[config.mk]
export PLATFORM = sky130hd
export DESIGN_NAME = aes_inv_rounds_flat
export DESIGN_NICKNAME = d
export VERILOG_FILES = /design/src/rtl/aes_pkg.sv /design/src/rtl/aes_inv_rounds_if.sv /design/src/rtl/aes_round_ctr.sv /design/src/rtl/aes_inv_rounds.sv /design/src/flat_wrapper.sv
export SDC_FILE = /design/constraint.sdc
export NUM_CORES = 1
export LEC_CHECK = 0
export BUFFER_PORTS_ARGS = -buffer_cell sky130_fd_sc_hd__buf_2
export CAP_MARGIN = 0
export CORE_AREA = 3 3 357 359
export DETAILED_ROUTE_END_ITERATION = 8
export DIE_AREA = 0 0 360 362
export PLACE_DENSITY = 0.37
export SETUP_SLACK_MARGIN = 0.5
export SYNTH_ARGS = -nofsm -noshare
export SYNTH_HDL_FRONTEND = slang
export SYNTH_SLANG_ARGS = --single-unit
[constraint.sdc]
create_clock -name int_osc -period 3.2 [get_ports int_osc]
set_clock_uncertainty 0.15 [all_clocks]
set_input_delay 0.32 -clock int_osc [delete_from_list [all_inputs] [get_ports int_osc]]
set_output_delay 0.32 -clock int_osc [all_outputs]
set_load 0.05 [all_outputs]
[src/rtl/aes_pkg.sv]
// Shared AES types and constants for the round controllers.
package aes_pkg;
  localparam int NR          = 10;
  localparam int AES_BLOCK_W = 128;

  typedef enum logic [4:0] {
    ST_IDLE    = 5'd0,
    ST_KEYINIT = 5'd1,
    ST_ISHIFT  = 5'd2,
    ST_ISUB    = 5'd3,
    ST_IADD    = 5'd4,
    ST_IMIX    = 5'd5,
    ST_DONE    = 5'd6
  } aes_inv_state_t;
endpackage

[src/rtl/aes_inv_rounds_if.sv]
// Controller-side bundle: start/block, round-key handshake, datapath unit handshakes, status.
interface aes_inv_rounds_if;
  import aes_pkg::*;

  logic                   start;
  logic [AES_BLOCK_W-1:0] cyphertext;
  logic                   key_req;
  logic [3:0]             key_idx;
  logic [AES_BLOCK_W-1:0] roundkey;
  logic                   key_valid;
  logic [AES_BLOCK_W-1:0] sreg;
  logic [AES_BLOCK_W-1:0] invshifted;
  logic                   subenable;
  logic                   subdone;
  logic [AES_BLOCK_W-1:0] invsubbed;
  logic                   mixenable;
  logic                   mixdone;
  logic [AES_BLOCK_W-1:0] invmixed;
  logic [3:0]             round;
  logic                   busy;
  logic                   done;
  logic [AES_BLOCK_W-1:0] plaintext;

  modport master (
    input  start, cyphertext, roundkey, key_valid, invshifted,
           subdone, invsubbed, mixdone, invmixed,
    output key_req, key_idx, sreg, subenable, mixenable,
           round, busy, done, plaintext
  );

  modport slave (
    output start, cyphertext, roundkey, key_valid, invshifted,
           subdone, invsubbed, mixdone, invmixed,
    input  key_req, key_idx, sreg, subenable, mixenable,
           round, busy, done, plaintext
  );
endinterface

[src/rtl/aes_round_ctr.sv]
// Loadable 4-bit AES round down-counter (load NR, decrement, zero flag).
// Latency: count updates on the edge after load/dec; is_zero is combinational.
// Backpressure: none; decrement saturates at zero.
module aes_round_ctr
  import aes_pkg::*;
(
  input  logic       clk,
  input  logic       rst_n,
  input  logic       load,
  input  logic       dec,
  output logic [3:0] cnt,
  output logic       is_zero
);

  assign is_zero = (cnt == 4'd0);

  always_ff @(posedge clk or negedge rst_n) begin
    if (!rst_n) begin
      cnt <= 4'd0;
    end else if (load) begin
      cnt <= 4'(NR);
    end else if (dec && !is_zero) begin
      cnt <= cnt - 4'd1;
    end
  end
endmodule

[src/rtl/aes_inv_rounds.sv]
// AES-128 inverse-cipher round controller; optional AES_INV_ALARM_EN adds a final-round alarm port.
// Latency: 41 cycles start-to-done with zero-wait key/sub/mix responders.
// Backpressure: every request is held with stable index until its done/valid; start ignored while busy.
module aes_inv_rounds
  import aes_pkg::*;
(
  input  logic             int_osc,
  input  logic             reset,
  aes_inv_rounds_if.master bus
`ifdef AES_INV_ALARM_EN
  ,
  output logic             alarm
`endif
);

  aes_inv_state_t         state, nstate;
  logic [AES_BLOCK_W-1:0] sreg_q;
  logic [AES_BLOCK_W-1:0] ct_q;
  logic [3:0]             round_q;
  logic                   round_zero;
  logic                   accept_start;
  logic                   round_dec;

  assign accept_start = bus.start && (state == ST_IDLE || state == ST_DONE);
  assign round_dec    = (state == ST_KEYINIT && bus.key_valid) ||
                        (state == ST_IMIX    && bus.mixdone);

  aes_round_ctr u_round_ctr (
    .clk     (int_osc),
    .rst_n   (reset),
    .load    (accept_start),
    .dec     (round_dec),
    .cnt     (round_q),
    .is_zero (round_zero)
  );

  always_ff @(posedge int_osc or negedge reset) begin
    if (!reset) begin
      state <= ST_IDLE;
    end else begin
      state <= nstate;
    end
  end

  always_comb begin
    nstate = state;
    case (state)
      ST_IDLE:    if (bus.start)     nstate = ST_KEYINIT;
      ST_KEYINIT: if (bus.key_valid) nstate = ST_ISHIFT;
      ST_ISHIFT:                     nstate = ST_ISUB;
      ST_ISUB:    if (bus.subdone)   nstate = ST_IADD;
      ST_IADD:    if (bus.key_valid) nstate = round_zero ? ST_DONE : ST_IMIX;
      ST_IMIX:    if (bus.mixdone)   nstate = ST_ISHIFT;
      ST_DONE:    if (bus.start)     nstate = ST_KEYINIT;
      default:                       nstate = ST_IDLE;
    endcase
  end

  always_comb begin
    bus.key_req   = 1'b0;
    bus.key_idx   = 4'd0;
    bus.subenable = 1'b0;
    bus.mixenable = 1'b0;
    bus.busy      = 1'b0;
    bus.done      = 1'b0;
    bus.plaintext = '0;
    case (state)
      ST_KEYINIT: begin
        bus.key_req = 1'b1;
        bus.key_idx = 4'(NR);
        bus.busy    = 1'b1;
      end
      ST_ISHIFT: bus.busy = 1'b1;
      ST_ISUB: begin
        bus.subenable = 1'b1;
        bus.busy      = 1'b1;
      end
      ST_IADD: begin
        bus.key_req = 1'b1;
        bus.key_idx = round_q;
        bus.busy    = 1'b1;
      end
      ST_IMIX: begin
        bus.mixenable = 1'b1;
        bus.busy      = 1'b1;
      end
      ST_DONE: begin
        bus.done      = 1'b1;
        bus.plaintext = sreg_q;
      end
      default: ;
    endcase
  end

`ifdef AES_INV_ALARM_EN
  assign alarm = round_zero &&
                 (state == ST_ISHIFT || state == ST_ISUB || state == ST_IADD);
`endif

  assign bus.sreg  = sreg_q;
  assign bus.round = round_q;

  // The block is held locally so the source may change cyphertext once start is accepted.
  always_ff @(posedge int_osc or negedge reset) begin
    if (!reset) begin
      sreg_q <= '0;
      ct_q   <= '0;
    end else begin
      if (accept_start) ct_q <= bus.cyphertext;
      case (state)
        ST_KEYINIT: if (bus.key_valid) sreg_q <= ct_q ^ bus.roundkey;
        ST_ISHIFT:                     sreg_q <= bus.invshifted;
        ST_ISUB:    if (bus.subdone)   sreg_q <= bus.invsubbed;
        ST_IADD:    if (bus.key_valid) sreg_q <= sreg_q ^ bus.roundkey;
        ST_IMIX:    if (bus.mixdone)   sreg_q <= bus.invmixed;
        default: ;
      endcase
    end
  end
endmodule

[src/flat_wrapper.sv]
// flat-port wrapper written by rule: the top's interface ports become plain ports
module aes_inv_rounds_flat import aes_pkg::*;
  (int_osc, reset, bus_start, bus_cyphertext, bus_roundkey, bus_key_valid, bus_invshifted, bus_subdone, bus_invsubbed, bus_mixdone, bus_invmixed, bus_key_req, bus_key_idx, bus_sreg, bus_subenable, bus_mixenable, bus_round, bus_busy, bus_done, bus_plaintext);
  aes_inv_rounds_if bus_i ();
  input  logic int_osc;
  input  logic reset;
  input wire logic [$bits(bus_i.start)-1:0] bus_start;
  input wire logic [$bits(bus_i.cyphertext)-1:0] bus_cyphertext;
  input wire logic [$bits(bus_i.roundkey)-1:0] bus_roundkey;
  input wire logic [$bits(bus_i.key_valid)-1:0] bus_key_valid;
  input wire logic [$bits(bus_i.invshifted)-1:0] bus_invshifted;
  input wire logic [$bits(bus_i.subdone)-1:0] bus_subdone;
  input wire logic [$bits(bus_i.invsubbed)-1:0] bus_invsubbed;
  input wire logic [$bits(bus_i.mixdone)-1:0] bus_mixdone;
  input wire logic [$bits(bus_i.invmixed)-1:0] bus_invmixed;
  output wire logic [$bits(bus_i.key_req)-1:0] bus_key_req;
  output wire logic [$bits(bus_i.key_idx)-1:0] bus_key_idx;
  output wire logic [$bits(bus_i.sreg)-1:0] bus_sreg;
  output wire logic [$bits(bus_i.subenable)-1:0] bus_subenable;
  output wire logic [$bits(bus_i.mixenable)-1:0] bus_mixenable;
  output wire logic [$bits(bus_i.round)-1:0] bus_round;
  output wire logic [$bits(bus_i.busy)-1:0] bus_busy;
  output wire logic [$bits(bus_i.done)-1:0] bus_done;
  output wire logic [$bits(bus_i.plaintext)-1:0] bus_plaintext;
  assign bus_i.start = bus_start;
  assign bus_i.cyphertext = bus_cyphertext;
  assign bus_i.roundkey = bus_roundkey;
  assign bus_i.key_valid = bus_key_valid;
  assign bus_i.invshifted = bus_invshifted;
  assign bus_i.subdone = bus_subdone;
  assign bus_i.invsubbed = bus_invsubbed;
  assign bus_i.mixdone = bus_mixdone;
  assign bus_i.invmixed = bus_invmixed;
  assign bus_key_req = bus_i.key_req;
  assign bus_key_idx = bus_i.key_idx;
  assign bus_sreg = bus_i.sreg;
  assign bus_subenable = bus_i.subenable;
  assign bus_mixenable = bus_i.mixenable;
  assign bus_round = bus_i.round;
  assign bus_busy = bus_i.busy;
  assign bus_done = bus_i.done;
  assign bus_plaintext = bus_i.plaintext;
  aes_inv_rounds u_core (.int_osc(int_osc), .reset(reset), .bus(bus_i));
endmodule
==> qor.csv <==
metric,value,unit
gp_congestion,0.809,
synthCells,2216,
grt_overflow_total,0,
drive_gt1_share,31.8,%
crit_type,register to output pin,
finalSetupViolCount,0,
dp_hpwl,76.4,mm
ys_top_cells_by_count,"dfrtp_1, nor2_1, nand2_1, clkbuf_1, a21oi_1",
ys_warn_count,0,
wire_per_inst,21.7,um
cpPeakStageDelay,0.54,ns
htree_levels,2,
fillers,13633,
portBuffers,914,
startpoint_type,register,
core,124000,um^2
vdd_drop_max,0.000914,V
syn2layout_area_growth,67.7,%
clkTransAtPathRegs,0.05,ns
cp_cell_sequence,buf_16 > and3_4 > buf_12,
leakage,14.6,nW
r2r_cells,6,
cp_slowest_cell,dfrtp_4,
die_h,362,um
r2r_setup_slack,0.59,ns
synth_area_leader_cell,dfrtp_1,
first_iter_violations,1304,
initial_core_util,15.5,%
period_needed,2.74,ns
ant_nets,0,
power,32.1,mW
ys_types,46,
synth.most_common_cell,dfrtp_1,
relSlewSlack,39.1,%
min-delay-start,bus_invshifted[67],
hold_depth,5,
grtUsageTotal,15.8,%
cts-buffers-inserted,39,
cts-root-buf,clkbuf_16,
cp.required,2.73,ns
multi_input_area,11800,um^2
cts_tree,built,
syn-num-nets,2863,
slew_violations,0,
grt_antenna_before_repair,9,
vias,22958,
nets,4067,
netlist_area,19200,um^2
max_freq,365,MHz
die_width,360,um
cap_violations,0,
firstDrtPassIters,5,
async_flop_share,100,%
hold_end,u_core.bus.sreg[67],
fin_tns_setup,0,ns
status,completed,
instances_no_fill,5088,
power_density,995,nW/um^2
netlist.area_leader.share,34.2,%
holdWs,0.0582,ns
crit_fanout,152,
cts.sinks,263,
finalWirelength,110,mm
grt_pass1_wl,157,mm
ys_seq_area_share,34.2,%
avgSynthCellArea,8.68,um^2
hold_violations,0,
drc_errors,0,
place_inst,4599,
synth_ff_type,dfrtp_1,
placement_rows,129,
crit_path_end_kind,output pin,
fin_crit_sh,85.7,%
viasPerCell,4.51,
clk_path_buf_depth,3,
ys_ff_latch,263,
ios,915,
grt_pass1_vias,23710,
timing.rr.start,u_core.state[2],
reg2reg_to,u_core.bus.sreg[121],
synth_area_leaders,"dfrtp_1, mux2_1, mux2i_1",
worst_pin_slew,0.914,ns
clk_latency,0.57,ns
regArea,6590,um^2
synth_edf_count,0,
die_area,130000,um^2
worstPathArrival,2.27,ns
rsz0062_at_grt,true,
grt_max_degree,153,
hp-class,primary input to register,
cell families (layout without fill, tap and decap cells):
kind of cell    after synthesis  in the layout  share of synthesized area, %
compound gates              655            655                          24.2
flops                       263            263                          34.2
buf+inv                     235           1467                          5.46
xor+xnor                    130            130                          5.92
other cells                   0              3                             0
mux                         258            258                          14.3
fa+ha+maj                     1              1                        0.0650
simple gates                674            674                          15.8
metal layers:
metal  track usage, %  vias to the layer above  part of all wire [%]
li1                 -                    10637                     -
met1             19.6                    11403                    43
met2             28.4                      798                    50
met3             2.43                      112                   5.0
met4             3.80                        8                   2.2
met5                0                        -                 0.043
report_power, final:
part | internal (mW) | total (mW) | switching [mW]
sequential | 5.12 | 7.24 | 2.12
combinational | 7.54 | 20.4 | 12.9
clock | 2.72 | 4.47 | 1.75
total | 15.4 | 32.1 | 16.7
critical path, delay by kind of cell (launching register included):
kind                   cells  cell delay (ns)
and+or+nand+nor            1             0.36
DFF                        1             0.54
buffers and inverters      2             0.46
layout make-up:
type                            instances  area share (%)
Clock inverter                         10           0.403
Tap cell                             1637            6.35
Inverter                                6          0.0931
Timing Repair Buffer                 1392            32.7
Multi-Input combinational cell       1718            36.4
Clock buffer                           59            3.58
Sequential cell                       263            20.4
Antenna cell                            3          0.0233
cell usage in the layout (no fill, tap or decap), types with 4 or more instances in the layout:
master / netlist / layout
o21ai_1: 105 / 105
xnor2_1: 105 / 105
xor2_1: 25 / 25
mux2_1: 129 / 129
dlygate4sd3_1: 0 / 390
nand2b_1: 4 / 4
a32oi_1: 104 / 104
buf_16: 0 / 15
clkbuf_1: 147 / 12
clkinv_2: 0 / 5
buf_2: 51 / 778
clkbuf_8: 0 / 6
dfrtp_1: 263 / 260
nand2_1: 213 / 211
nor3_1: 27 / 27
and3_1: 130 / 113
clkbuf_16: 0 / 45
a21oi_1: 133 / 131
buf_8: 0 / 16
nand3b_1: 23 / 23
inv_1: 6 / 4
a211oi_1: 22 / 22
and3_4: 0 / 17
a221o_1: 103 / 103
o31ai_1: 107 / 107
nor2_1: 261 / 261
o21ai_0: 47 / 47
buf_6: 13 / 75
buf_4: 2 / 89
mux2i_1: 128 / 127
o32a_1: 22 / 22
buf_12: 0 / 22
worst max-delay path by stage:
stage	startpoint	endpoint	slack, ns	cells past startpoint
2_1_floorplan	u_core.state[2]	bus_key_req	0.59	6
3_3_place_gp	u_core.state[0]	u_core.bus.sreg[42]	0.38	6
3_5_place_dp	u_core.state[0]	u_core.bus.sreg[42]	0.41	6
4_1_cts	u_core.state[0]	bus_key_idx[1]	0.37	6
5_1_grt	u_core.state[0]	bus_plaintext[18]	0.38	5
6_report	u_core.state[1]	bus_plaintext[25]	0.46	3
state kept, by name, summed over array words and instances (netlist names):
signal,count
u_core.u_round_ctr.cnt,4
u_core.bus.sreg,128
u_core.ct_q,128
u_core.state,3
through the flow:
| stage | utilization, % | cell area, um^2 | setup slack, ns |
|---|---|---|---|
| floorplan | - | 19200 | 0.591 |
| global placement | 20.7 | 25700 | 0.379 |
| detailed placement | 20.7 | 25700 | 0.412 |
| CTS | 25.4 | 31600 | 0.370 |
| global route | 26.0 | 32300 | 0.380 |
| finish | 26.0 | 32300 | 0.457 |
repair_timing:
action | CTS | global route
gates cloned | 6 | 5
pin swaps | 0 | 2
buffers inserted | 16 | 0
endpoints found under the hold margin | 318 | 0
endpoints found under the setup margin | 137 | 144
resized for setup | 107 | 256
hold buffers | 390 | 0
No activity file was read; power rests on OpenSTA's default activity.
